<file path="config.mk">
export PLATFORM = sky130hd
export DESIGN_NAME = button_press_counter
export DESIGN_NICKNAME = d
export VERILOG_FILES = /design/src/rtl/btn_pkg.sv /design/src/rtl/sync_2ff.sv /design/src/rtl/button_press_counter.sv
export SDC_FILE = /design/constraint.sdc
export NUM_CORES = 1
export LEC_CHECK = 0
export ABC_AREA = 1
export CORE_MARGIN = 1.5
export CORE_UTILIZATION = 45
export CTS_CLUSTER_DIAMETER = 60
export CTS_CLUSTER_SIZE = 12
export DETAILED_ROUTE_END_ITERATION = 6
export MAX_ROUTING_LAYER = met4
export SLEW_MARGIN = 20
export SYNTH_ARGS = -nofsm -noshare
export SYNTH_HDL_FRONTEND = slang
export SYNTH_SLANG_ARGS = --single-unit
</file>
<file path="constraint.sdc">
create_clock -name clk -period 6.68 [get_ports clk]
set_clock_uncertainty 0.2 [all_clocks]
set_input_delay 2.004 -clock clk [delete_from_list [all_inputs] [get_ports clk]]
set_output_delay 2.004 -clock clk [all_outputs]
set_load 0.005 [all_outputs]
</file>
<file path="src/rtl/btn_pkg.sv">
// Shared button-handling definitions: FSM state encoding and ms-to-cycles conversion.
// Also imported by the LED drivers.
package btn_pkg;

    typedef enum logic [2:0] {
        ST_IDLE        = 3'd0,
        ST_DEB_PRESS   = 3'd1,
        ST_HELD        = 3'd2,
        ST_LONG_HELD   = 3'd3,
        ST_DEB_RELEASE = 3'd4
    } btn_state_t;

    // Divide first so large clock frequencies do not overflow 32 bits.
    function automatic logic [31:0] ms_to_cycles(input int unsigned clk_freq,
                                                 input int unsigned ms);
        return clk_freq / 1000 * ms;
    endfunction

endpackage

</file>
<file path="src/rtl/sync_2ff.sv">
// Two-flop synchronizer for a single asynchronous input bit.
module sync_2ff (
    input  logic clk,
    input  logic rst,
    input  logic d,
    output logic q
);

    logic r_meta;
    logic r_q;

    always_ff @(posedge clk or posedge rst) begin
        if (rst) begin
            r_meta <= 1'b0;
            r_q    <= 1'b0;
        end else begin
            r_meta <= d;
            r_q    <= r_meta;
        end
    end

    assign q = r_q;

endmodule

</file>
<file path="src/rtl/button_press_counter.sv">
// Debounced pushbutton: registered level, press and long-press strobes,
// and an 8-bit wrapping count of accepted presses.
module button_press_counter
    import btn_pkg::*;
#(
    parameter int unsigned CLK_FREQ      = 25_000_000,
    parameter int unsigned DEBOUNCE_MS   = 10,
    parameter int unsigned LONG_PRESS_MS = 1000
) (
    input  logic       clk,
    input  logic       rst,
    input  logic       btn,
    output logic       btn_level,
    output logic       press_pulse,
    output logic       long_pulse,
    output logic [7:0] leds
);

    localparam logic [31:0] DEB_CYCLES  = ms_to_cycles(CLK_FREQ, DEBOUNCE_MS);
    localparam logic [31:0] LONG_CYCLES = ms_to_cycles(CLK_FREQ, LONG_PRESS_MS);
    localparam logic [31:0] DEB_LAST    = DEB_CYCLES - 32'd1;
    localparam logic [31:0] LONG_LAST   = LONG_CYCLES - 32'd1;

    if (DEB_CYCLES < 32'd1 || LONG_CYCLES <= DEB_CYCLES) begin : g_param_check
        $error("button_press_counter: need DEB_CYCLES >= 1 and LONG_CYCLES > DEB_CYCLES");
    end

    logic        w_sbtn;

    btn_state_t  r_state,    w_state;
    btn_state_t  r_src,      w_src;
    logic [31:0] r_deb_cnt,  w_deb_cnt;
    logic [31:0] r_hold_cnt, w_hold_cnt;
    logic        r_level,    w_level;
    logic        r_press,    w_press;
    logic        r_long,     w_long;
    logic [7:0]  r_leds,     w_leds;

    sync_2ff u_sync (
        .clk (clk),
        .rst (rst),
        .d   (btn),
        .q   (w_sbtn)
    );

    always_ff @(posedge clk or posedge rst) begin
        if (rst) begin
            r_state    <= ST_IDLE;
            r_src      <= ST_IDLE;
            r_deb_cnt  <= '0;
            r_hold_cnt <= '0;
            r_level    <= 1'b0;
            r_press    <= 1'b0;
            r_long     <= 1'b0;
            r_leds     <= '0;
        end else begin
            r_state    <= w_state;
            r_src      <= w_src;
            r_deb_cnt  <= w_deb_cnt;
            r_hold_cnt <= w_hold_cnt;
            r_level    <= w_level;
            r_press    <= w_press;
            r_long     <= w_long;
            r_leds     <= w_leds;
        end
    end

    always_comb begin
        w_state    = r_state;
        w_src      = r_src;
        w_deb_cnt  = r_deb_cnt;
        w_hold_cnt = r_hold_cnt;
        w_level    = r_level;
        w_press    = 1'b0;
        w_long     = 1'b0;
        w_leds     = r_leds;

        case (r_state)
            ST_IDLE: begin
                if (w_sbtn) begin
                    w_state   = ST_DEB_PRESS;
                    w_deb_cnt = '0;
                end
            end
            ST_DEB_PRESS: begin
                if (!w_sbtn) begin
                    w_state = ST_IDLE;
                end else if (r_deb_cnt == DEB_LAST) begin
                    w_state    = ST_HELD;
                    w_level    = 1'b1;
                    w_press    = 1'b1;
                    w_leds     = r_leds + 8'd1;
                    w_hold_cnt = '0;
                end else begin
                    w_deb_cnt = r_deb_cnt + 32'd1;
                end
            end
            ST_HELD: begin
                if (!w_sbtn) begin
                    w_state   = ST_DEB_RELEASE;
                    w_deb_cnt = '0;
                    w_src     = ST_HELD;
                end else if (r_hold_cnt == LONG_LAST) begin
                    w_state = ST_LONG_HELD;
                    w_long  = 1'b1;
                end else begin
                    w_hold_cnt = r_hold_cnt + 32'd1;
                end
            end
            ST_LONG_HELD: begin
                if (!w_sbtn) begin
                    w_state   = ST_DEB_RELEASE;
                    w_deb_cnt = '0;
                    w_src     = ST_LONG_HELD;
                end
            end
            ST_DEB_RELEASE: begin
                // A release glitch resumes the source state with hold_cnt untouched.
                if (w_sbtn) begin
                    w_state = r_src;
                end else if (r_deb_cnt == DEB_LAST) begin
                    w_state = ST_IDLE;
                    w_level = 1'b0;
                end else begin
                    w_deb_cnt = r_deb_cnt + 32'd1;
                end
            end
            default: begin
                w_state = ST_IDLE;
            end
        endcase
    end

    assign btn_level   = r_level;
    assign press_pulse = r_press;
    assign long_pulse  = r_long;
    assign leds        = r_leds;

endmodule

</file>
# [Yosys cells after proc, flatten, opt, wreduce, memory -nomap -nowiden]
# Index checks and enable logic that the tools add are counted.
[word_totals] regBits=83 output_inout_bits=11 word_cells=78
[classes] add_sub_neg=3 n_eq_ne=19 mux=34 reduce_logical=12
[op_table] operator="32-bit two-way mux" n=9
[op_table] operator="32-bit one-hot mux with 4 select lines" n=1
[op_table] operator="32-bit by 1-bit adder with 32-bit output (second input constant)" n=2
[op_table] operator="32-bit one-hot mux with 2 select lines" n=1
[op_table] operator="32-bit by 18-bit equality test with 1-bit output (second input constant)" n=1
[op_table] operator="32-bit by 25-bit equality test with 1-bit output (second input constant)" n=1
[op_table] operator="3-bit two-way mux" n=10
[op_table] operator="5-bit AND reduction" n=4
[op_table] operator="3-bit one-hot mux with 5 select lines" n=1
[op_table] operator="2-bit inequality test (second input constant)" n=7
[op_table] operator="1-bit two-way mux" n=10
[op_table] operator="8-bit by 1-bit adder with 8-bit output (second input constant)" n=1
[op_table] operator="3-bit by 2-bit equality test with 1-bit output (second input constant)" n=2
[op_table] operator="2-bit by 1-bit inequality test with 1-bit output (second input constant)" n=3
[op_table] operator="3-bit inequality test (second input constant)" n=2
[op_table] operator="3-bit one-hot mux with 2 select lines" n=1
[op_table] operator="3-bit AND reduction" n=2
[op_table] operator="2-bit nonzero test" n=3
[op_table] operator="4-bit nonzero test" n=1
[op_table] operator="3-bit by 1-bit equality test with 1-bit output (second input constant)" n=1
[op_table] operator="3-bit equality test (second input constant)" n=1
[op_table] operator="3-bit zero test" n=1
[op_table] operator="3-bit by 2-bit inequality test with 1-bit output (second input constant)" n=1
[op_table] operator="1-bit one-hot mux with 2 select lines" n=1
[op_table] operator="2-bit OR reduction" n=1

# [Longest topological paths before layout]
[logic_depth] word_depth=4 depth_mapped=12 mapped_depth_nobuf=12

# [Hierarchy]
# Synthesis repeated with hierarchy kept, for this count alone.
[unflattened] cells_unflattened=755 area_unflattened_um2=5168.7
[by_module_without_submodules] module="button_press_counter" n_inst=1 cells_per_inst=752 area_each_um2=5114.9 seq_area_each_um2=2001.9
[by_module_without_submodules] module="sync_2ff" n_inst=1 cells_per_inst=3 area_each_um2=53.8 seq_area_each_um2=50.0

# [Least setup slack after synthesis]
# OpenSTA, ideal clock, no wires.
[synth_timing] path_kind="reg-to-output" startpoint="register r_leds[3], in the netlist leds[3]" endpoint="output port leds[3]" arrival_time_ns=0.401 required_ns=4.476 setup_slack_ns=4.075 stages_incl_launch_ff=1 path_buffers=0 cell_sequence="dfrtp_1"
[synth_lines] element="from (decl)" line="button_press_counter.sv:37" text="logic [7:0] r_leds, w_leds;"
[synth_lines] element="from (signal assigned)" line="button_press_counter.sv:64" text="r_leds <= w_leds;"
[synth_lines] element="to (decl)" line="button_press_counter.sv:16" text="output logic [7:0] leds"
# No word-level cell between the ends.

# [Worst setup path after layout]
[layout_timing] startpoint="register r_leds[5], in the netlist leds[5]" endpoint="output port leds[5]"
# No word-level cell between the ends.

==> impl_metrics.ini <==
[logic_synthesis]
synth_edf_count = 0
ys_ff_latch = 82
ys.flop_type = dfrtp_1
synth_warnings = 0
ys_types = 37
synth_cells = 796
synthArstFlopShare_pct = 100.0
syn_area_um2 = 5370
yosysSeqAreaShare_pct = 38.21
synth_nets = 802
syn_area_per_cell_um2 = 6.746

[detailed_routing]
first_iter_violations = 351
routed_wl_um = 13260
dr.pass1.iters = 6
vias_per_cell = 5.236
vias = 4990
wire_per_inst_um = 13.92
drc_errors = 0
drt.antenna.violating_nets = 0

[grt]
grt_overflow = 0
grt_max_degree = 59
grtUsageTotal_pct = 23.08
antenna_found_initial = 0
first_global_vias = 4827
grt_pass1_wl_um = 22670

[setup_path]
timing.critical_path.buf_inv = 1
setup.worst_path.end_class = output pin
critPathLaunch = leds[5]
critPathTopFamily = buffers and inverters
crit_chain = clkdlybuf4s50_1
slowest_delay_ps = 530
r2r-start = r_state[1]
worstSetupPathType = flip-flop to output pin
crit_path_start_kind = flip-flop
required_ps = 4480
cp_slowest_cell = clkdlybuf4s50_1
crit_fanout = 5
worstPathArrival_ps = 1300

[status]
status = finished clean

[timing]
slew_violations = 0
rsz0062_at_grt = no
max_freq_mhz = 285.3
fin_crit_sh_pct = 52.47
worst_slack_ps = 3175
final-hold-violation-count = 0
tns_ps = 0
relSlewSlack_pct = 30.41
fin_crit_ps = 3505
setup_viol = 0
worst_pin_slew_ps = 1041

[clock_network]
cts_resized = 0
clk_pin_slew_ps = 60
cts_root_buffer = clkbuf_16
insertion_delay_ps = 350
cts_tree = done
numClockSinks = 82
h-tree-depth = 3
post_cts_buffers = 0
cts_hold_buffers = 0
cts.path.max_buffers = 2
cts-buffers-inserted = 9

[floorplanning]
ioPinCount = 14
die_x_um = 112.2
die_height_um = 112.2
start_util_pct = 46.63
core-area_um2 = 11520
fp-row-count = 39
die-area_um2 = 12600

[place]
port_buffers = 13
dpl.hpwl_um = 9644
dp_slack_ps = 2928
gp_congestion = 0.9562

[finish]
diodes = 0
final_nets = 811
final_common_cell = nand2_1
drive_above_1_share_pct = 4.938
areaGrowthSynthToFinish_pct = 9.786
final_cell_mix = nand2_1, nor2_1, inv_1
nFillCells = 1155

[min_path]
min_from = u_sync.r_meta
hold_path_class = flip-flop to flip-flop

[run]
maxCapViolCount = 0

[power]
irDropWorstVdd_v = 0.0001085
p_leak_nw = 2.656
power_density_nw_per_um2 = 237.2
==> logic make-up after synthesis <==
kind of cell,count (synthesis),synth area share (%)
and+or+nand+nor,522,41.45
buffers and inverters,106,8.108
adders and majority gates,3,0.6990
AOI/OAI and AO/OA,42,4.847
xor gates and xnor gates,41,6.687
DFF,82,38.21
==> metrics by stage <==
step | cells | utilization, % | total power, mW | cell area (um^2) | hold WS, ps
after floorplan | 796 | - | 0.8420 | 5370 | 131.2
after global placement | 937 | 48.54 | 0.8863 | 5590 | 131.5
after detailed placement | 937 | 48.54 | 0.8956 | 5590 | 138.7
after CTS | 953 | 51.18 | 1.411 | 5894 | 153.9
after global routing | 953 | 51.20 | 1.470 | 5896 | 154.9
final | 953 | 51.20 | 1.398 | 5896 | 149.3
==> sequential cells by signal, indices dropped and copies added, names as in the netlist <==
register	flops
btn_level	1
leds	8
long_pulse	1
press_pulse	1
r_deb_cnt	32
r_hold_cnt	32
r_src	2
r_state	3
u_sync.q	1
u_sync.r_meta	1
==> metal layers <==
layer / track usage [%] / up-vias / share of wire, %
met5: - / - / 0
met3: 3.564 / 26 / 4.4
met1: 29.37 / 2309 / 48
li1: - / 2544 / -
met2: 37.22 / 111 / 46
met4: 9.114 / 0 / 2.3
==> worst paths after layout <==
path	endpoint	slack (ps)	depth (start not counted)
max in group asynchronous	r_deb_cnt[19]	3530	3
min in group asynchronous	r_deb_cnt[22]	1930	2
worst max register to register	r_deb_cnt[29]	3790	10
worst min-delay path	u_sync.q	150	0
worst min register to register	u_sync.q	150	0
worst max-delay path	leds[5]	3180	1
==> synthesized netlist by cell type (4+ instances only) <==
cell type,count,area [um^2]
nand2_1,289,1085
nor2_1,108,405.4
inv_1,86,322.8
dfrtp_1,82,2052
nand3_1,45,225.2
xor2_1,33,289.0
nand4_1,31,193.9
nor3_1,30,150.1
o21ai_0,18,90.09
o22ai_1,16,100.1
xnor2_1,8,70.07
buf_2,6,30.03
clkbuf_1,5,18.77
inv_2,4,15.01
==> power by group <==
part | switching (mW) | total, mW | internal [mW]
clock network | 0.219 | 0.511 | 0.292
logic | 0.276 | 0.347 | 0.0712
registers | 0.0221 | 0.540 | 0.518
==> cell type report <==
type | instances | area, um^2 | share of cell area (%)
clock buffer | 9 | 225.2 | 3.820
clock inverter | 7 | 78.83 | 1.337
inverter | 90 | 340.3 | 5.772
multi-input combinational | 608 | 2883 | 48.90
sequential | 82 | 2052 | 34.80
tap | 143 | 178.9 | 3.035
timing repair buffer | 14 | 137.6 | 2.334
Note: power is estimated with default switching activity, not from simulation.
